**src/rtl/shift_collect_8_bit.sv**
```systemverilog
// Serial-to-parallel collector for the shifter bit-bucket stream: rebuilds a
// word in original bit order and hands it out through a valid/ready holding register.
module shift_collect_8_bit #(
  parameter int WIDTH = 8
) (
  input  logic                     clk,
  input  logic                     rst_n,
  input  logic                     bit_in,
  input  logic                     bit_valid,
  input  logic                     select,
  input  logic                     flush,
  input  logic                     out_ready,
  output logic [WIDTH-1:0]         Q,
  output logic                     q_valid,
  output logic [$clog2(WIDTH):0]   count,
  output logic                     overrun
);
  localparam int CW = $clog2(WIDTH) + 1;

  typedef enum logic {EMPTY, COLLECT} state_t;

  state_t           state, state_nxt;
  logic [WIDTH-1:0] acc, acc_nxt, word, q_nxt;
  logic             dir, dir_nxt, ins_dir;
  logic [CW-1:0]    count_nxt;
  logic             q_valid_nxt, overrun_nxt;

  always_ff @(posedge clk) begin
    if (!rst_n) begin
      state   <= EMPTY;
      acc     <= '0;
      dir     <= 1'b0;
      count   <= '0;
      Q       <= '0;
      q_valid <= 1'b0;
      overrun <= 1'b0;
    end else begin
      state   <= state_nxt;
      acc     <= acc_nxt;
      dir     <= dir_nxt;
      count   <= count_nxt;
      Q       <= q_nxt;
      q_valid <= q_valid_nxt;
      overrun <= overrun_nxt;
    end
  end

  // The first bit of a word uses the live select; later bits use the latched direction.
  assign ins_dir = (state == EMPTY) ? select : dir;
  assign word    = ins_dir ? {bit_in, acc[WIDTH-1:1]} : {acc[WIDTH-2:0], bit_in};

  always_comb begin
    state_nxt   = state;
    acc_nxt     = acc;
    dir_nxt     = dir;
    count_nxt   = count;
    q_nxt       = Q;
    q_valid_nxt = q_valid;
    overrun_nxt = overrun;

    if (q_valid && out_ready) q_valid_nxt = 1'b0;

    if (flush) begin
      state_nxt   = EMPTY;
      acc_nxt     = '0;
      dir_nxt     = 1'b0;
      count_nxt   = '0;
      overrun_nxt = 1'b0;
    end else if (bit_valid) begin
      acc_nxt = word;
      case (state)
        EMPTY: begin
          dir_nxt   = select;
          count_nxt = CW'(1);
          state_nxt = COLLECT;
        end
        COLLECT: begin
          if (count == CW'(WIDTH-1)) begin
            count_nxt = '0;
            state_nxt = EMPTY;
            // A full holding register that is not draining this cycle drops the new word.
            if (!q_valid || out_ready) begin
              q_nxt       = word;
              q_valid_nxt = 1'b1;
            end else begin
              overrun_nxt = 1'b1;
            end
          end else begin
            count_nxt = count + CW'(1);
          end
        end
        default: state_nxt = EMPTY;
      endcase
    end
  end
endmodule
```
**config.mk**
```make
export PLATFORM = sky130hd
export DESIGN_NAME = shift_collect_8_bit
export DESIGN_NICKNAME = d
export VERILOG_FILES = /design/src/rtl/shift_collect_8_bit.sv
export SDC_FILE = /design/constraint.sdc
export NUM_CORES = 1
export LEC_CHECK = 0
export CORE_ASPECT_RATIO = 1.1
export CORE_MARGIN = 3
export CORE_UTILIZATION = 45
export DETAILED_ROUTE_END_ITERATION = 12
export PLACE_DENSITY_LB_ADDON = 0.15
export SYNTH_ARGS = -nofsm -noshare
export SYNTH_HDL_FRONTEND = slang
export SYNTH_SLANG_ARGS = --single-unit
```
**constraint.sdc**
```tcl
create_clock -name clk -period 1.6 [get_ports clk]
set_input_delay 0.24 -clock clk [delete_from_list [all_inputs] [get_ports clk]]
set_output_delay 0.24 -clock clk [all_outputs]
set_load 0.02 [all_outputs]
```
# ---- Word level (Yosys, flattened, before mapping)
# Index checks and enable logic that the tools add are counted.
dict set report op_classes {
  addsub 1
  n_eq_ne 1
  n_mux 12
  bitwise_logic 4
  reduce_logical 6
}
# operator count
set ops {}
lappend ops {{1-bit 2-to-1 mux} 8}
lappend ops {{8-bit 2-to-1 mux} 1}
lappend ops {{4-bit case mux with 2 select lines} 1}
lappend ops {{5-bit AND reduction} 1}
lappend ops {{4-bit by 1-bit adder with 4-bit output (second input constant)} 1}
lappend ops {{4-bit by 3-bit == test with 1-bit output (second input constant)} 1}
lappend ops {{4-bit 2-to-1 mux} 1}
lappend ops {{1-bit inverter} 4}
lappend ops {{4-bit AND reduction} 1}
lappend ops {{1-bit case mux with 2 select lines} 1}
lappend ops {{2-bit OR reduction} 1}
lappend ops {{1-bit logical AND} 1}
lappend ops {{1-bit logical NOT} 1}
lappend ops {{1-bit logical OR} 1}
dict set report word_totals {
  register_bits 24
  inputBits 7
  output_inout_bits 14
  elab_cells 31
}

# ---- Longest topological paths before layout
# Gate-level depths: netlist (run 1).
dict set report logic_depth {
  depth_word 7
  depth_mapped 5
  ltp_nobuf 4
}

# ---- Least setup slack after synthesis (run 1)
# Ideal clock, no wire load.
dict set report synth_path {
  kind {reg-to-reg}
  startpoint {register count[0]}
  endpoint {register Q[0]}
  setup_time_ps 86
  arrival_ps 1403
  required_time_ps 1514
  path_slack_ps 111
  path_stages_with_launch 6
  path_buffers 1
  synth_period_minus_slack_ps 1489
  cell_sequence {dfxtp_1 ha_1 and3b_1 buf_2 a41oi_1 a211oi_1}
}
dict set report synth_via {
  elab_chain_len 2
}
# element line
set synth_lines {}
lappend synth_lines {{start, declared} 15} ;# output logic [$clog2(WIDTH):0] count,
lappend synth_lines {{start signal, assigned} 41} ;# count <= count_nxt;
lappend synth_lines {{4-bit by 3-bit == test with 1-bit output} 78} ;# if (count == CW'(WIDTH-1)) begin
lappend synth_lines {{5-bit AND reduction (no line)} n/a}
lappend synth_lines {{end signal, assigned} 42} ;# Q <= q_nxt;
lappend synth_lines {{end, declared} 13} ;# output logic [WIDTH-1:0] Q,
# Every way passes these cells.
# A chain may end at the register's enable or synchronous reset.

# ---- Worst setup path after layout (run 1)
dict set report layout_path {
  startpoint {register Q[1]}
  endpoint {output Q[1]}
}
# No word-level cell between the ends.

==> reports/summary.txt, run 1 <==
Setup slack after layout - 61.50 ps
Yosys reg bits - 24
Worst setup EP type - output port
Leakage - 0.0005876 uW
Gr busiest metal - met2
Share of post-route cells with drive strength above 1 - 12.78%
Post-Synth Adder-Cell Area - 1.174%
FF-to-FF Start - count[1]
Largest buffer count on any clock path - 2
Antenna-violating nets left - 0
Met1 usage - 24.68%
GRT Util Overall - 18.52%
Post-CTS setup buffers - 0
PortBufs - 20
Worst-path maximum fanout - 2
Clk root buf - clkbuf_4
Finished Layout Cells - 161
XOR/XNOR Fraction of Synth Area - 0%
Clock sink count - 24
Critical Path, Cell by Cell - clkdlybuf4s50_1
Avg Cell Area, Syn - 9.871 um^2
DP Cell Count - 157
Final worst path period share - 96.16%
Post-synthesis simple-gate area fraction - 12.44%
R2r endpoint - Q[2]
Largest net degree at the start of global routing - 23
Ys Warns - 0
CP Launch Type - flip-flop
Commonest non-fill, non-tap cells in the layout - dfxtp_1, a211oi_1, clkdlybuf4s50_1, nor2_1
FP Rows - 17
Initial DRC count - 15
Setup TNS - 0 ps
PD cells - 835.6 mW/mm^2
Vias per cell - 5.727
N_diodes - 0
Clk pin slew, worst setup/hold paths - 130 ps
Final Setup Violations - 0
Worst slack at placement - 13.50 ps
Die Height - 57.05 um
DRC viols - 0
Worst reg2reg setup slack - 80 ps
Status - finished clean
Most common cell after layout, fill and taps aside - dfxtp_1
Vias in the first global route - 867
H-tree depth - 1
Max Fclk - 650.0 MHz
Area grow syn2layout - 31.81%
Count of cell types in the netlist - 27
Routed wire length - 2385 um
Insertion delay to the later sink of the worst-skew pair - 330 ps
Grt ovf - 0
Max Cap Viol - 0
First-pass GRT wire length - 4181 um
Hold Path Class - reg -> reg
Mux share of post-synthesis cell area - 10.56%
Tightest Pin Transition - 298.9 ps
Drt pass-1 iters - 4
Final count of hold timing violations - 0
Family with the most delay on the worst path - buffers and inverters
Crit path arrival time - 1300 ps
Compound-gate portion of the synthesized area - 23.94%
IO Pins - 21
Synth Instances - 108
Area of the die - 0.002989 mm^2
Routing usage on met3 - 5.222%
Initial antenna violation count - 0
Worst setup startpoint - Q[1]
Cts-stage hold buffer count - 0
Final min period - 1538 ps
Worst ir drop on vdd - 0.5631 mV
FF-to-FF path depth - 4
Syn_nets - 116
Worst Path Buf+Inv - 1
Die X - 52.41 um
Largest family of logic cells by synthesized area - compound AO/OA/AOI/OAI gates
GR Layer Usage met2 - 28.37%
Total power draw - 1174 uW
Starting Density - 50.12%
Crit-path max cell delay - 610 ps
Post-cts sizing count - 2
Detail Placement HPWL - 1707 um
Clock skew - 7.675 ps
Setup crit end - Q[1]
CTS tree - done
Slew HR - 79.50%
Max Slew Vio Count - 0
Worst path depth - 1
Core footprint - 0.002127 mm^2
Via count - 922
CP max-delay cell - clkdlybuf4s50_1
CTS Buf Count - 3
Routability-driven placement congestion ratio - 0.7910
Register area share after synthesis - 45.07%
CP required - 1360 ps
Cell Area, Synth - 0.001066 mm^2
Crit path kind - reg -> out
WL/cell - 14.81 um
Hold Crit Start - acc[5]
Nets@finish - 142
[metrics by stage]
stage,hold WS (ps),utilization [%],area (um^2)
after global placement,458.1,62.76,1335
after detailed placement,481.2,62.76,1335
final,504.3,66.06,1405
after floorplan,400.3,-,1066
after CTS,509.2,65.12,1385
after global routing,537.5,66.06,1405
[area by class of cell]
type | instances | area (um^2)
multi-input cells | 70 | 523.0
inverters | 5 | 18.77
clock inverters | 1 | 30.03
repair buffers | 30 | 295.3
well taps | 28 | 35.03
clock buffers | 3 | 22.52
flip-flops and latches | 24 | 480.5
fillers | 184 | 721.9
[registers in the layout, summed over array words and instances (netlist names)]
signal and cells:
Q 8, count 4, overrun 1, q_valid 1, state 1, dir 1
acc 8
[where the power goes]
part | total [uW] | internal (uW) | switching, uW
registers | 616 | 608 | 8.37
logic | 115 | 56.2 | 59.2
clock network | 442 | 254 | 189
[worst min path at each step]
stage	endpoint	slack, ps	cells after the start
6_report	acc[5]	500	2
5_1_grt	acc[5]	540	2
4_1_cts	acc[5]	510	2
3_5_place_dp	overrun	480	2
3_3_place_gp	overrun	460	2
2_1_floorplan	dir	400	2
[per-layer routing]
metal,up-vias,wire (um)
li1,457,-
met1,440,1026
met2,20,1215
met3,5,104
met4,0,38
met5,-,0
[cells by family after synthesis]
kind of cell    count (synthesis)
compound gates                 34
simple gates                   25
flops                          24
buf+inv                        14
mux                            10
fa+ha+maj                       1
[cells in the mapped netlist]
library cell | count | share of area (%)
a41oi_1 | 9 | 7.4
o21ai_0 | 2 | 0.94
nand3_1 | 2 | 0.94
mux2i_1 | 9 | 8.5
and2_1 | 1 | 0.59
a21oi_1 | 3 | 1.4
o32ai_1 | 1 | 0.82
clkinv_1 | 2 | 0.70
a22oi_1 | 1 | 0.70
nor2_1 | 12 | 4.2
nor2b_1 | 2 | 1.2
a211oi_1 | 17 | 12
buf_4 | 1 | 0.70
nand3b_1 | 2 | 1.4
mux2i_4 | 1 | 2.1
and4_1 | 1 | 0.82
nand2b_1 | 2 | 1.2
and3b_1 | 1 | 0.82
dfxtp_1 | 24 | 45
o21a_1 | 1 | 0.70
or3b_1 | 1 | 0.82
buf_6 | 2 | 2.1
nor3_1 | 1 | 0.47
ha_1 | 1 | 1.2
clkbuf_1 | 5 | 1.8
inv_1 | 3 | 1.1
buf_2 | 1 | 0.47
Note: power is estimated with default switching activity, not from simulation.
==> run 2, diff against run 1 <==
--- a/config.mk
+++ b/config.mk
@@ -10,6 +10,7 @@
 export CORE_UTILIZATION = 45
 export DETAILED_ROUTE_END_ITERATION = 12
 export PLACE_DENSITY_LB_ADDON = 0.15
+export SLEW_MARGIN = 20
 export SYNTH_ARGS = -nofsm -noshare
 export SYNTH_HDL_FRONTEND = slang
 export SYNTH_SLANG_ARGS = --single-unit
==> results of run 2 <==
Final layout, timing and power as in run 1 (identical DEF).
==> run 3, diff against run 2 <==
--- a/config.mk
+++ b/config.mk
@@ -9,6 +9,7 @@
 export CORE_MARGIN = 3
 export CORE_UTILIZATION = 45
 export DETAILED_ROUTE_END_ITERATION = 12
+export GPL_ROUTABILITY_DRIVEN = 0
 export PLACE_DENSITY_LB_ADDON = 0.15
 export SLEW_MARGIN = 20
 export SYNTH_ARGS = -nofsm -noshare
==> results of run 3 <==
Final layout, timing and power as in run 1 (identical DEF).
